--- src/rtl/striping_pkg.sv ---
// Shared definitions for the two-lane striping / un-striping pair.
package striping_pkg;

  // Default data word width for both lanes and the input stream.
  localparam int WIDTH_DEF = 32;

  // Lane index constants, shared with un_striping.
  localparam logic LANE0 = 1'b0;
  localparam logic LANE1 = 1'b1;

  // Burst alignment state: where the next accepted word will be placed.
  typedef enum logic [1:0] {
    IDLE  = 2'd0,
    NEXT1 = 2'd1,
    NEXT0 = 2'd2
  } state_t;

endpackage

--- src/rtl/striping_if.sv ---
// Word stream in, two lanes plus status out.
interface striping_if #(
  parameter int WIDTH = 32,
  parameter int CNT_W = 16
);
  logic [WIDTH-1:0] data_in;
  logic             valid_in;
  logic [WIDTH-1:0] lane_0;
  logic             valid_0;
  logic [WIDTH-1:0] lane_1;
  logic             valid_1;
  logic             burst_odd;
  logic [CNT_W-1:0] word_count;

  // Word source side.
  modport master (
    output data_in, valid_in,
    input  lane_0, valid_0, lane_1, valid_1, burst_odd, word_count
  );

  // Striping block side.
  modport slave (
    input  data_in, valid_in,
    output lane_0, valid_0, lane_1, valid_1, burst_odd, word_count
  );
endinterface

--- src/rtl/striping_idle_timer.sv ---
// Saturating count of consecutive idle cycles. expire is high in the cycle
// whose idle increment lands exactly on IDLE_TIMEOUT, so the caller can
// leave the burst on that same edge.
module striping_idle_timer #(
  parameter int IDLE_TIMEOUT = 2
) (
  input  logic clk_2f,
  input  logic reset,
  input  logic clear,
  output logic expire
);

  localparam logic [3:0] TC = 4'(IDLE_TIMEOUT);

  logic [3:0] cnt_r;
  logic [3:0] cnt_nxt_s;

  // Next count: clear on a word, otherwise count up and stop at the timeout.
  always_comb begin
    cnt_nxt_s = cnt_r;
    if (clear) begin
      cnt_nxt_s = 4'd0;
    end else if (cnt_r < TC) begin
      cnt_nxt_s = cnt_r + 4'd1;
    end else begin
      cnt_nxt_s = cnt_r;
    end
  end

  // Idle counter register.
  always_ff @(posedge clk_2f or posedge reset) begin
    if (reset) begin
      cnt_r <= 4'd0;
    end else begin
      cnt_r <= cnt_nxt_s;
    end
  end

  // A word in the same cycle always wins over the timeout.
  assign expire = !clear && ((cnt_r + 4'd1) == TC);

endmodule

--- src/rtl/striping.sv ---
// Distributes a single word stream alternately onto two lanes, lane_0 first,
// re-aligning to lane_0 after an idle gap of IDLE_TIMEOUT cycles.
module striping
  import striping_pkg::*;
#(
  parameter int WIDTH        = WIDTH_DEF,
  parameter int IDLE_TIMEOUT = 2,
  parameter int CNT_W        = 16
) (
  input  logic       clk_2f,
  input  logic       reset,
  striping_if.slave  bus
);

  localparam logic [CNT_W-1:0] CNT_MAX = {CNT_W{1'b1}};

  state_t           state_r,      state_nxt_s;
  logic [WIDTH-1:0] lane_0_r,     lane_0_nxt_s;
  logic [WIDTH-1:0] lane_1_r,     lane_1_nxt_s;
  logic             valid_0_r,    valid_0_nxt_s;
  logic             valid_1_r,    valid_1_nxt_s;
  logic             burst_odd_r,  burst_odd_nxt_s;
  logic [CNT_W-1:0] word_cnt_r,   word_cnt_nxt_s;
  logic             lane_sel_s;
  logic             expire_s;

  striping_idle_timer #(
    .IDLE_TIMEOUT (IDLE_TIMEOUT)
  ) u_idle_timer (
    .clk_2f (clk_2f),
    .reset  (reset),
    .clear  (bus.valid_in),
    .expire (expire_s)
  );

  // Lane placement, alignment state and counter next-values.
  always_comb begin
    state_nxt_s     = state_r;
    lane_0_nxt_s    = lane_0_r;
    lane_1_nxt_s    = lane_1_r;
    valid_0_nxt_s   = 1'b0;
    valid_1_nxt_s   = 1'b0;
    burst_odd_nxt_s = 1'b0;
    word_cnt_nxt_s  = word_cnt_r;
    lane_sel_s      = (state_r == NEXT1) ? LANE1 : LANE0;

    if (bus.valid_in) begin
      if (word_cnt_r != CNT_MAX) begin
        word_cnt_nxt_s = word_cnt_r + {{(CNT_W-1){1'b0}}, 1'b1};
      end else begin
        word_cnt_nxt_s = word_cnt_r;
      end
      case (lane_sel_s)
        LANE0: begin
          lane_0_nxt_s  = bus.data_in;
          valid_0_nxt_s = 1'b1;
          state_nxt_s   = NEXT1;
        end
        LANE1: begin
          lane_1_nxt_s  = bus.data_in;
          valid_1_nxt_s = 1'b1;
          state_nxt_s   = NEXT0;
        end
        default: begin
          state_nxt_s = IDLE;
        end
      endcase
    end else begin
      case (state_r)
        IDLE: begin
          state_nxt_s = IDLE;
        end
        NEXT1: begin
          // Last word went to lane_0: the burst had an odd word count.
          if (expire_s) begin
            state_nxt_s     = IDLE;
            burst_odd_nxt_s = 1'b1;
          end else begin
            state_nxt_s = NEXT1;
          end
        end
        NEXT0: begin
          if (expire_s) begin
            state_nxt_s = IDLE;
          end else begin
            state_nxt_s = NEXT0;
          end
        end
        default: begin
          state_nxt_s = IDLE;
        end
      endcase
    end
  end

  // State and output registers.
  always_ff @(posedge clk_2f or posedge reset) begin
    if (reset) begin
      state_r     <= IDLE;
      lane_0_r    <= {WIDTH{1'b0}};
      lane_1_r    <= {WIDTH{1'b0}};
      valid_0_r   <= 1'b0;
      valid_1_r   <= 1'b0;
      burst_odd_r <= 1'b0;
      word_cnt_r  <= {CNT_W{1'b0}};
    end else begin
      state_r     <= state_nxt_s;
      lane_0_r    <= lane_0_nxt_s;
      lane_1_r    <= lane_1_nxt_s;
      valid_0_r   <= valid_0_nxt_s;
      valid_1_r   <= valid_1_nxt_s;
      burst_odd_r <= burst_odd_nxt_s;
      word_cnt_r  <= word_cnt_nxt_s;
    end
  end

  assign bus.lane_0     = lane_0_r;
  assign bus.lane_1     = lane_1_r;
  assign bus.valid_0    = valid_0_r;
  assign bus.valid_1    = valid_1_r;
  assign bus.burst_odd  = burst_odd_r;
  assign bus.word_count = word_cnt_r;

endmodule

--- src/flat_wrapper.sv ---
// flat-port wrapper written by rule: the top's interface ports become plain ports
module striping_flat import striping_pkg::*;
#(
  parameter int WIDTH        = WIDTH_DEF,
  parameter int IDLE_TIMEOUT = 2,
  parameter int CNT_W        = 16
)
  (clk_2f, reset, bus_data_in, bus_valid_in, bus_lane_0, bus_valid_0, bus_lane_1, bus_valid_1, bus_burst_odd, bus_word_count);
  striping_if #(.WIDTH(WIDTH), .CNT_W(CNT_W)) bus_i ();
  input  logic clk_2f;
  input  logic reset;
  input wire logic [$bits(bus_i.data_in)-1:0] bus_data_in;
  input wire logic [$bits(bus_i.valid_in)-1:0] bus_valid_in;
  output wire logic [$bits(bus_i.lane_0)-1:0] bus_lane_0;
  output wire logic [$bits(bus_i.valid_0)-1:0] bus_valid_0;
  output wire logic [$bits(bus_i.lane_1)-1:0] bus_lane_1;
  output wire logic [$bits(bus_i.valid_1)-1:0] bus_valid_1;
  output wire logic [$bits(bus_i.burst_odd)-1:0] bus_burst_odd;
  output wire logic [$bits(bus_i.word_count)-1:0] bus_word_count;
  assign bus_i.data_in = bus_data_in;
  assign bus_i.valid_in = bus_valid_in;
  assign bus_lane_0 = bus_i.lane_0;
  assign bus_valid_0 = bus_i.valid_0;
  assign bus_lane_1 = bus_i.lane_1;
  assign bus_valid_1 = bus_i.valid_1;
  assign bus_burst_odd = bus_i.burst_odd;
  assign bus_word_count = bus_i.word_count;
  striping #(.WIDTH(WIDTH), .IDLE_TIMEOUT(IDLE_TIMEOUT), .CNT_W(CNT_W)) u_core (.clk_2f(clk_2f), .reset(reset), .bus(bus_i));
endmodule
--- config.mk ---
export PLATFORM = sky130hd
export DESIGN_NAME = striping_flat
export DESIGN_NICKNAME = d
export VERILOG_FILES = /design/src/rtl/striping_pkg.sv /design/src/rtl/striping_if.sv /design/src/rtl/striping_idle_timer.sv /design/src/rtl/striping.sv /design/src/flat_wrapper.sv
export SDC_FILE = /design/constraint.sdc
export NUM_CORES = 1
export LEC_CHECK = 0
export ABC_AREA = 1
export CAP_MARGIN = 20
export CORE_MARGIN = 5
export CORE_UTILIZATION = 50
export CTS_CLUSTER_DIAMETER = 80
export DETAILED_ROUTE_END_ITERATION = 16
export PLACE_DENSITY = 0.85
export SYNTH_ARGS = -nofsm -noshare
export SYNTH_HDL_FRONTEND = slang
export SYNTH_HIERARCHICAL = 1
export SYNTH_SLANG_ARGS = --single-unit
export TNS_END_PERCENT = 50
--- constraint.sdc ---
create_clock -name clk_2f -period 5.8 [get_ports clk_2f]
set_input_delay 0.87 -clock clk_2f [delete_from_list [all_inputs] [get_ports clk_2f]]
set_output_delay 0.87 -clock clk_2f [all_outputs]
set_load 0.02 [all_outputs]
==> results of run 1 <==
[cell families after synthesis]
| logic type | Yosys count | share of synthesized area (%) |
|---|---|---|
| AND/OR/NAND/NOR | 184 | 21.4 |
| flip-flops | 89 | 57.7 |
| buffers and inverters | 81 | 9.20 |
| AO/OA/AOI/OAI | 74 | 9.69 |
| adder cells (fa/ha/maj) | 5 | 1.62 |
| XOR/XNOR | 2 | 0.454 |
[worst max-delay path: stages]
cell,delay (ps)
clkdlybuf4s50_1,740
nand2_2,690
nand2_1,280
o21ai_0,140
[cell usage after synthesis]
library cell / number / area share, %
nand2_1: 125 / 12
dfrtp_1: 89 / 58
inv_1: 62 / 6.0
o21ai_0: 46 / 6.0
o21ai_1: 26 / 3.4
nor2_1: 16 / 1.6
nand3_1: 12 / 1.6
nand4_1: 11 / 1.8
buf_6: 6 / 1.7
buf_2: 5 / 0.65
ha_1: 5 / 1.6
nor2_2: 5 / 0.81
nor2_4: 5 / 1.5
clkbuf_1: 4 / 0.39
inv_2: 4 / 0.39
nand3b_1: 4 / 0.78
nand2_2: 3 / 0.49
nand3_2: 2 / 0.52
xnor2_1: 2 / 0.45
a21oi_1: 1 / 0.13
a21oi_2: 1 / 0.23
nand2_4: 1 / 0.29
[state kept, by name, indices dropped and copies added (netlist names)]
| register | count |
|---|---|
| u_core/bus.valid_0 | 1 |
| u_core/bus.word_count | 16 |
| u_core/bus.burst_odd | 1 |
| u_core/bus.lane_1 | 32 |
| u_core/bus.valid_1 | 1 |
| u_core/u_idle_timer/cnt_r | 4 |
| u_core/state_r | 2 |
| u_core/bus.lane_0 | 32 |
[power by group through the flow]
stage	Combinational (uW)	Clock [uW]	Sequential [uW]
3_3_place_gp	1140	0	1030
6_report	1170	460	1030
4_1_cts	1180	469	1030
3_5_place_dp	1180	0	1040
5_1_grt	1260	494	1060
2_1_floorplan	333	0	1290
[final cells by class]
type	instances	area share (%)
inverter	66	4.69
clock buffer	10	2.40
tap	102	2.40
multi-input combinational	265	24.1
sequential	89	41.9
clock inverter	6	1.72
timing repair buffer	119	22.7
[through the flow]
step | cells | worst slack, ps | cell area, um2 | power (uW)
after CTS | 656 | 3240 | 5280 | 2680
after global placement | 640 | 3010 | 5060 | 2170
after detailed placement | 640 | 2880 | 5060 | 2220
final | 657 | 3230 | 5310 | 2660
after floorplan | 435 | 2740 | 3860 | 1630
after global routing | 657 | 3030 | 5310 | 2820
[layer usage]
layer	vias to the layer above	global-route usage, %	wire length (um)
met1	1518	23.4	3800
met5	-	0	0
li1	1602	-	-
met3	14	3.93	540
met4	0	7.77	187
met2	104	32.9	4510
[how the worst min path moves through the flow]
stage | from | to | slack [ps]
4_1_cts | u_core/bus.lane_1[30] | u_core/bus.lane_1[30] | 500
2_1_floorplan | u_core/u_idle_timer/cnt_r[3] | u_core/u_idle_timer/cnt_r[3] | 520
5_1_grt | u_core/bus.lane_1[28] | u_core/bus.lane_1[28] | 520
3_3_place_gp | u_core/bus.lane_1[15] | u_core/bus.lane_1[15] | 470
6_report | u_core/bus.lane_1[25] | u_core/bus.lane_1[25] | 490
3_5_place_dp | u_core/bus.lane_1[22] | u_core/bus.lane_1[22] | 480
==> metrics.md, run 1 <==
| Metric | Value |
|---|---|
| Most frequent cells in the layout | `nand2_1 (124), clkdlybuf4s50_1 (117), dfrtp_1 (89)` |
| Hold Crit Class | `flop to flop` |
| Post_cts resized | `0` |
| Synth Instances | `435` |
| Ant. Diodes | `0` |
| P_sw | `1020 uW` |
| Setup crit end | `u_core/bus.lane_1[16]` |
| Fillers | `596` |
| Pins Over Slew Limit | `0` |
| Row count | `32` |
| CP required | `5980 ps` |
| Global-route wire length before repair | `15.1 mm` |
| CP Launch Type | `primary input` |
| Yosys warning total | `6` |
| Setup Fix Bufs, Post-CTS | `0` |
| Max VDD drop | `0.000332 V` |
| Share of cells above drive strength 1 | `7.21%` |
| CP Class | `primary input to flop` |
| Clock slew at reported path FFs | `90 ps` |
| Final Skew | `7.32 ps` |
| Die ar. | `9580 um2` |
| Reg-to-Reg End | `u_core/bus.lane_1[16]` |
| Hold depth | `2` |
| WHS | `491 ps` |
| Worst Setup SP | `bus_valid_in` |
| WL/cell | `13.8 um` |
| Area occupied by multi-input gates | `1280 um2` |
| CP arrival | `2750 ps` |
| Hold-fix buffers, CTS | `0` |
| CTS tree | `done` |
| Register bit total from synthesis | `89` |
| Die X-Extent | `97.9 um` |
| Final RePlAce weighted congestion | `0.865` |
| # port buffers | `117` |
| Global-route usage over all layers | `19.1%` |
| Max_cap viols | `0` |
| Mapped Nets | `475` |
| DRT antenna net count | `0` |
| Dpl hpwl | `6.53 mm` |
| Vias/cell | `4.93` |
| Post-route clock period utilization | `44.3%` |
| DR vias | `3238` |
| Seq pwr share | `38.7%` |
| Period minus WS final | `2570 ps` |
| Gate power share | `44.0%` |
| Vias in the first global route | `3268` |
| CTS Buf Count | `9` |
| Internal power | `1640 uW` |
| Most common cell after layout, fill and taps aside | `nand2_1` |
| # clock sinks | `89` |
| # DRC | `0` |
| Setup crit end kind | `flop` |
| Peak Freq | `389 MHz` |
| Seq/Total Area, Yosys | `57.7%` |
| Chip Height | `97.9 um` |
| Final core occ | `69.8%` |
| Syn Area/Cell | `8.88 um2` |
| Measured slew at the worst slew-check pin | `1020 ps` |
| Clock Power Share | `17.3%` |
| Final nets | `590` |
| CP max FO | `66` |
| Overflow after GRT | `0` |
| Reg2Reg Depth | `5` |
| RSZ-0062 raised after global routing | `false` |
| Later-pin clock latency in the skew report | `340 ps` |
| Seq. cell area | `2230 um2` |
| Yosys cell types | `22` |
| Core area | `7610 um2` |
| Root Buffer | `clkbuf_8` |
| Setup TNS | `0 ps` |
| Status | `finished clean` |
| Cell area after synthesis | `3860 um2` |
| Cell Pwr Density | `501 nW/um2` |
| Final hold violations | `0` |
| Slew headroom | `31.7%` |
| 1st-pass router iterations | `4` |
| Post-Route WL | `9.04 mm` |
| Initial Utilization | `50.8%` |
| Num ports | `118` |
| Detailed Route Iter0 Violations | `118` |
| Leakage | `0.00248 uW` |
| H-tree Lvls | `3` |
| Switching share of power | `38.4%` |
| Finish-stage setup viols | `0` |
| Area Overhead vs Synth | `37.5%` |
| CTS Buffer Depth | `2` |
| Initial antenna violation count | `0` |
| Largest net degree at the start of global routing | `86` |
| Setup slack, reg-to-reg | `3870 ps` |
| R2r startpoint | `u_core/state_r[1]` |
No activity file was read; power rests on OpenSTA's default activity.
==> run 2, diff against run 1 <==
- CORE_UTILIZATION: 50 -> 42
- PLACE_DENSITY: 0.85 -> 0.76
- clock period: 5.8 -> 2.3 ns (I/O delays scaled with it)
==> run 2 against run 1 <==
Effect of this change: clock skew up 5.2 ps; register-to-register slack got worse by 3200 ps; routed wire length grew 4.3%; sequential share of layout area decreased by 0.34 points; core utilization shrank 11 points; cell count increased by 2.0%; design area is 0.82% higher; non-clock buffer count is 4 higher; highest routed layer unchanged; die area rose by 17%; via count is 0.99% lower; sequential power grew to 2.5 times the previous value.
==> metrics.md, run 2 (same netlist as run 1, synthesis figures left out) <==
| Metric | Value |
|---|---|
| Status | `finished clean` |
| Reg2Reg Depth | `8 (+3)` |
| Row count | `35 (+9.4%)` |
| CTS Buffer Depth | `2 (unchanged)` |
| CP cell instances | `clkdlybuf4s50_1` |
| Share of cells above drive strength 1 | `7.87% (+0.66 points)` |
| Most frequent cells in the layout | `nand2_1 (124), clkdlybuf4s50_1 (117), dfrtp_1 (89)` |
| Later-pin clock latency in the skew report | `360 ps (+20 ps)` |
| Global-route usage over all layers | `17.1% (-1.9 points)` |
| Hold-fix buffers, CTS | `0 (unchanged)` |
| Seq. cell area | `2230 um2 (unchanged)` |
| Core area | `9110 um2 (+20%)` |
| Die X-Extent | `106 um (+8.2%)` |
| CP arrival | `1470 ps (-1280 ps)` |
| Root Buffer | `clkbuf_8` |
| Setup Fix Bufs, Post-CTS | `0 (unchanged)` |
| Initial Utilization | `42.4% (-8.4 points)` |
| CP max FO | `6 (-91%)` |
| CP Class | `flop to output port` |
| Global-route wire length before repair | `15.5 mm (+2.6%)` |
| Clock slew at reported path FFs | `90 ps (about the same)` |
| Placement Setup Slack | `551 ps (-2330 ps)` |
| Pins Over Slew Limit | `0 (unchanged)` |
| Reg-to-Reg End | `u_core/bus.word_count[2]` |
| Final Skew | `12.5 ps (+5.20 ps)` |
| Die ar. | `11200 um2 (+17%)` |
| Dpl hpwl | `7.07 mm (+8.3%)` |
| Peak Freq | `552 MHz` |
| RSZ-0062 raised after global routing | `false` |
| Post-route clock period utilization | `78.8%` |
| CP required | `1960 ps (-4020 ps)` |
| Leakage | `0.00250 uW (+1.0%)` |
| Post_cts resized | `0 (unchanged)` |
| Post-route setup slack | `488 ps (-2740 ps)` |
| Most common cell after layout, fill and taps aside | `nand2_1` |
| Worst Path Buf+Inv | `1 (unchanged)` |
| Hold Crit Class | `primary input to async pin` |
| CTS Buf Count | `9 (unchanged)` |
| CP Launch Type | `flop` |
| Chip Height | `106 um (+8.2%)` |
| 1st-pass router iterations | `5 (+1)` |
| # port buffers | `117 (unchanged)` |
| Max stage delay on crit path | `650 ps (-90 ps)` |
| # DRC | `0 (unchanged)` |
| Num ports | `118 (unchanged)` |
| Finish-stage setup viols | `0 (unchanged)` |
| Overflow after GRT | `0 (unchanged)` |
| R2r startpoint | `u_core/bus.word_count[0]` |
| Vias in the first global route | `3309 (+1.3%)` |
| Ant. Diodes | `0 (unchanged)` |
| Final core occ | `58.8% (-11 points)` |
| Measured slew at the worst slew-check pin | `372 ps (-649 ps)` |
| Period minus WS final | `1810 ps` |
| Cell Pwr Density | `1250 nW/um2 (+150%)` |
| Final RePlAce weighted congestion | `0.856 (-0.97%)` |
| Placed cell areas | `5150 um2 (+1.8%)` |
| Slowest stage cell on the critical path | `clkdlybuf4s50_1` |
| Slew headroom | `75.1% (+43 points)` |
| Max_cap viols | `0 (unchanged)` |
| H-tree Lvls | `3 (unchanged)` |
| CTS tree | `done` |
| Detailed Route Iter0 Violations | `118 (unchanged)` |
| Setup slack, reg-to-reg | `650 ps (-3220 ps)` |
| Max VDD drop | `0.000680 V (+100%)` |
| Kind of cell adding the most delay to the critical path | `buffers and inverters` |
| Final std cell area, no fill | `5360 um2 (+0.82%)` |
| Fillers | `818 (+37%)` |
| DR vias | `3206 (-0.99%)` |
| Initial antenna violation count | `0 (unchanged)` |
| Largest net degree at the start of global routing | `53 (-38%)` |
| Final nets | `594 (+0.68%)` |
| Post-Route WL | `9.43 mm (+4.3%)` |
| DRT antenna net count | `0 (unchanged)` |
| WL/cell | `14.1 um (+2.3%)` |
| Area Overhead vs Synth | `38.6%` |
| Final hold violations | `0 (unchanged)` |
| Vias/cell | `4.79 (-2.9%)` |
| Setup TNS | `0 ps (unchanged)` |
| Area occupied by multi-input gates | `1280 um2 (unchanged)` |
| # clock sinks | `89 (unchanged)` |
| Setup crit end kind | `output port` |
[run 2: report_power, final]
part	leakage, uW	total, uW	internal (uW)	switching [uW]
Combinational	0.00129	3010	1380	1630
Clock	0.000102	1100	519	581
Sequential	0.00112	2580	2170	410
Total	0.00250	6690	4070	2620
[run 2: area by class of cell]
cell class	count	share of cell area, %
Clock inverter	6	1.38
Timing Repair Buffer	123	23.4
Sequential cell	89	41.6
Inverter	66	4.70
Multi-Input combinational cell	265	23.9
Clock buffer	10	2.38
Tap cell	111	2.59
[run 2: layer usage]
metal  wire length (um)  vias to the layer above  global-route usage (%)
met2               4810                       92                    29.8
met1               3870                     1499                    20.1
met5                  0                        -                       0
met4                217                        0                    7.40
met3                526                       15                    4.31
li1                   -                     1600                       -
[run 2: worst max-delay path by stage]
stage	startpoint	slack (ps)	cells after the start	to
after floorplan	u_core/bus.word_count[0]	750	9	u_core/bus.word_count[3]
after global placement	bus_valid_in	600	5	u_core/bus.lane_1[15]
after detailed placement	bus_valid_in	550	4	u_core/bus.lane_1[17]
after CTS	u_core/bus.word_count[2]	470	1	bus_word_count[2]
after global routing	u_core/bus.word_count[0]	430	1	bus_word_count[0]
final	u_core/bus.word_count[2]	490	1	bus_word_count[2]
[run 2: through the flow]
step / hold slack [ps] / power [uW] / cells
after floorplan: 111 / 4110 / 435
after global placement: 468 / 5560 / 654
after detailed placement: 472 / 5650 / 654
after global routing: 268 / 7110 / 670
after CTS: 255 / 6770 / 670
final: 259 / 6690 / 670
